**src/rtl/alu_chk_pkg.sv**
```systemverilog
// rtl/alu_chk_pkg.sv - shared constants and types for the ALU response checkers
// Contents:
//   DEFAULT_WIDTH      default operand/result width
//   FLAG_OF/CARY/EQ    bit positions inside the packed {of, cary, eq} flag vector
//   chk_state_t        checker FSM state encoding
//   pack_flags()       builds the packed flag vector from the three flag bits
package alu_chk_pkg;

    localparam int DEFAULT_WIDTH = 32;

    localparam int FLAG_OF   = 2;
    localparam int FLAG_CARY = 1;
    localparam int FLAG_EQ   = 0;

    typedef enum logic [1:0] {
        ST_IDLE   = 2'd0,
        ST_RUN    = 2'd1,
        ST_DRAIN  = 2'd2,
        ST_REPORT = 2'd3
    } chk_state_t;

    function automatic logic [2:0] pack_flags(
        input logic of_f,
        input logic cary_f,
        input logic eq_f
    );
        logic [2:0] f;
        f            = '0;
        f[FLAG_OF]   = of_f;
        f[FLAG_CARY] = cary_f;
        f[FLAG_EQ]   = eq_f;
        return f;
    endfunction

endpackage

```
**src/rtl/not_alu_golden.sv**
```systemverilog
// rtl/not_alu_golden.sv - combinational golden model of the NOT-ALU operation
// Ports:
//   a          operand applied to the ALU
//   exp_s      expected result (~a)
//   exp_flags  expected {of, cary, eq}; of and cary are never set by NOT
module not_alu_golden
    import alu_chk_pkg::*;
#(
    parameter int WIDTH = DEFAULT_WIDTH
) (
    input  logic [WIDTH-1:0] a,
    output logic [WIDTH-1:0] exp_s,
    output logic [2:0]       exp_flags
);

    always_comb begin
        exp_s              = ~a;
        exp_flags          = '0;
        exp_flags[FLAG_EQ] = (exp_s == '0);
    end

endmodule

```
**config.mk**
```make
export PLATFORM = sky130hd
export DESIGN_NAME = not_alu_golden
export DESIGN_NICKNAME = d
export VERILOG_FILES = /design/src/rtl/alu_chk_pkg.sv /design/src/rtl/not_alu_golden.sv
export SDC_FILE = /design/constraint.sdc
export NUM_CORES = 1
export LEC_CHECK = 0
export ABC_AREA = 1
export CAP_MARGIN = 20
export CORE_UTILIZATION = 18
export DETAILED_ROUTE_END_ITERATION = 12
export PLACE_DENSITY = 0.85
export SLEW_MARGIN = 10
export SYNTH_ARGS = -nofsm -noshare
export SYNTH_HDL_FRONTEND = slang
export SYNTH_SLANG_ARGS = --single-unit
export TNS_END_PERCENT = 1
```
**constraint.sdc**
```tcl
create_clock -name vclk -period 1.6
set_clock_uncertainty 0.2 [all_clocks]
set_input_delay 0.48 -clock vclk [all_inputs]
set_output_delay 0.48 -clock vclk [all_outputs]
set_load 0.01 [all_outputs]
```
* After elaboration in Yosys (flattened, before gate mapping)
Cells that the tools add are included.
Word-level totals: bits in registers 0, latch bits 0, RAM bits 0, bits in read-only memories 0, input port bits 32, output and inout bits 35, logic and storage cells 2, memories 0
Operators by class: $add $sub $neg 0, multipliers 0, div/mod/pow operators 0, magnitude comparators 0, eq/ne operators 0, shifts and indexed selects 0, multiplexer cells 0, bitwise logic cells 1, reductions and logical operators 1
Operators by type and width (number):
- $logic_not 32->1 | 1
- $not 32->32 | 1

* Longest topological paths before layout
depth in word-level cells 2, gate-level depth with buffers 6, mapped depth without buffers 6

* Least setup slack after synthesis
Ideal clock, no wire load.
path type in2out, start input a[31], end output exp_flags[0], arrival time 0.907 ns, data required time 0.920 ns, slack 0.013 ns, stages 6, path buffers 0, cell sequence nand2_1 inv_1 nand2_1 nor2_1 nand2_1 nor2_1
On the way: longest elaborated chain between the ends 2
Ends and longest elaborated chain:
- from (decl) | line not_alu_golden.sv:11 | input logic [WIDTH-1:0] a,
- $not 32->32 | line not_alu_golden.sv:17 | exp_s = ~a;
- $logic_not 32->1 | line not_alu_golden.sv:19 | exp_flags[FLAG_EQ] = (exp_s == '0);
- to (decl) | line not_alu_golden.sv:13 | output logic [2:0] exp_flags
Every way passes these cells.

* Worst setup path in the final report
start input a[0], end output exp_flags[0]
The elaborated chain is that of the path after synthesis.

==> results.cfg <==
[synthesis]
yosysSeqAreaShare_pct = 0
synth_fa_ha_area_share_pct = 0
synthTopCellsByArea = inv_1 (57%), nand2_1 (20%), nand4_1 (9.4%)
synth_compound_area_share_pct = 0
synth_area_per_cell_um2 = 4.02
yosysWarnings = 0
ys_types = 6
synth_top_family_by_area = buffers and inverters
yosys.area_share.simple_pct = 36.3
synth_top_area_share_pct = 56.6
syn_inst = 66
synth_xor_area_share_pct = 0
synth_mux_area_share_pct = 0
yosys.area.top_type = inv_1
syn_area_um2 = 265

[floorplan]
rows = 13
ios = 67
dieWidth_um = 40.4
initial_utilization_pct = 19.9
die_area_um2 = 1630
die_h_um = 40.4
core-area_um2 = 1330

[outcome]
violations = setup timing
status = finished, violations left

[drt]
post_drt_wl_per_cell_um = 8.82
drt-total-wl_mm = 1.29
via_per_inst = 3.89
drcViolationCount = 0
drt_iter0_drc = 4
wl_met3_um = 139
wl_met1_um = 417
first_pass_iters = 2
route.vias.total = 568
wl_met2_um = 730
top_layer = met3
ant_nets = 0

[worst_setup_path]
path_class = in -> out
required_ps = 920
critical_path.cell_chain = buf_6 > nand2_2 > inv_2 > nand2_2 > nor2_2 > nand2_1 > nor2_1 > buf_2
slowest_delay_ps = 140
endpoint_kind = output port
critPathSlowestCell = buf_2
crit_buf_inv = 3
start_kind = primary input
arrival_ps = 1070
path_max_fanout = 2
crit_path_frequent_cell = nand2_2
cp_top_family = simple AND/OR/NAND/NOR gates

[flow_run]
cap_violations = 0

[global_routing]
grt_pass1_wl_mm = 1.73
antenna_found_initial = 0
grt_max_degree = 3
grt_use_total_pct = 14.8
grt.overflow.total = 0
grt_pass1_vias = 488

[placement]
dp_cells = 145
gp_congestion = 0.594
hpwl_mm = 1.13
io_buffers = 65
place_area_um2 = 923

[final_layout]
syn_to_final_growth_pct = 238
regArea_um2 = 0
design_area_um2 = 896
layout_common_cells = inv_1 (37), dlygate4sd2_1 (28), buf_6 (24), buf_2 (10), nand2_1 (9)
layoutNonFillerInstCount = 146
clockBufferCount = 0
antenna_cells = 0
final_common_cell = inv_1
drive_above_1_share_pct = 33.6
design.seq.count = 0
nNetsFinal = 165

[clocking]
holdBufCountCts = 0

[timing]
clock.fmax_ghz = 0.573
period_share_pct = 109
drv_slew = 0
fin_ws_ps = -145
fin_setup_tns_ps = -145
rsz0062_at_grt = yes
hold_violations = 0
setup_viol = 1
min_period_ps = 1750
whs_ps = 1070

[pwr]
power_density_nw_per_um2 = 219
leakagePower_nw = 0.618
peakVddDrop_mv = 0.105

[hold_path]
min_path_type = in -> out
cell families after synthesis:
family / count (synthesis)
buf+inv: 42
simple gates: 23
other cells: 1
path summary, 6_finish.rpt:
path	startpoint	to	slack (ps)	cells after the start
worst max-delay path	a[0]	exp_flags[0]	-150	8
worst min-delay path	a[26]	exp_s[26]	1070	4
final cells by class:
type	instances	area [um2]
multi-input cells	25	124
repair buffers	66	603
well taps	15	18.8
fillers	127	438
inverters	40	150
what timing repair did:
item | in CTS | in global routing
buffers inserted | 1 | 0
pin swaps | 19 | 7
endpoints found under the setup margin | 33 | 5
cloned | 0 | 0
hold endpoints to repair | 0 | 0
resized for setup | 186 | 15
report_power, final:
| part | switching, mW | leakage [nW] | internal (mW) |
|---|---|---|---|
| Clock | 0 | 0 | 0 |
| Combinational | 0.0792 | 0.618 | 0.117 |
| Sequential | 0 | 0 | 0 |
| Total | 0.0792 | 0.618 | 0.117 |
through the flow:
step | setup WS (ps) | util [%] | power (mW)
floorplan | 12.9 | - | 0.0554
global placement | -988 | 69.2 | 0.220
detailed placement | -1010 | 69.2 | 0.223
CTS | -140 | 63.9 | 0.185
global route | -229 | 67.2 | 0.215
finish | -145 | 67.2 | 0.196
synthesized netlist by cell type:
cell	count
conb_1	1
nand4_1	4
nor2_1	5
inv_1	40
nand2_1	14
buf_4	2
metal layers:
metal | track usage (%) | vias up
met2 | 32.1 | 36
met5 | 0 | -
met3 | 0.556 | 0
li1 | - | 293
met4 | 0 | 0
met1 | 15.7 | 239
(Power assumes the default switching activity.)
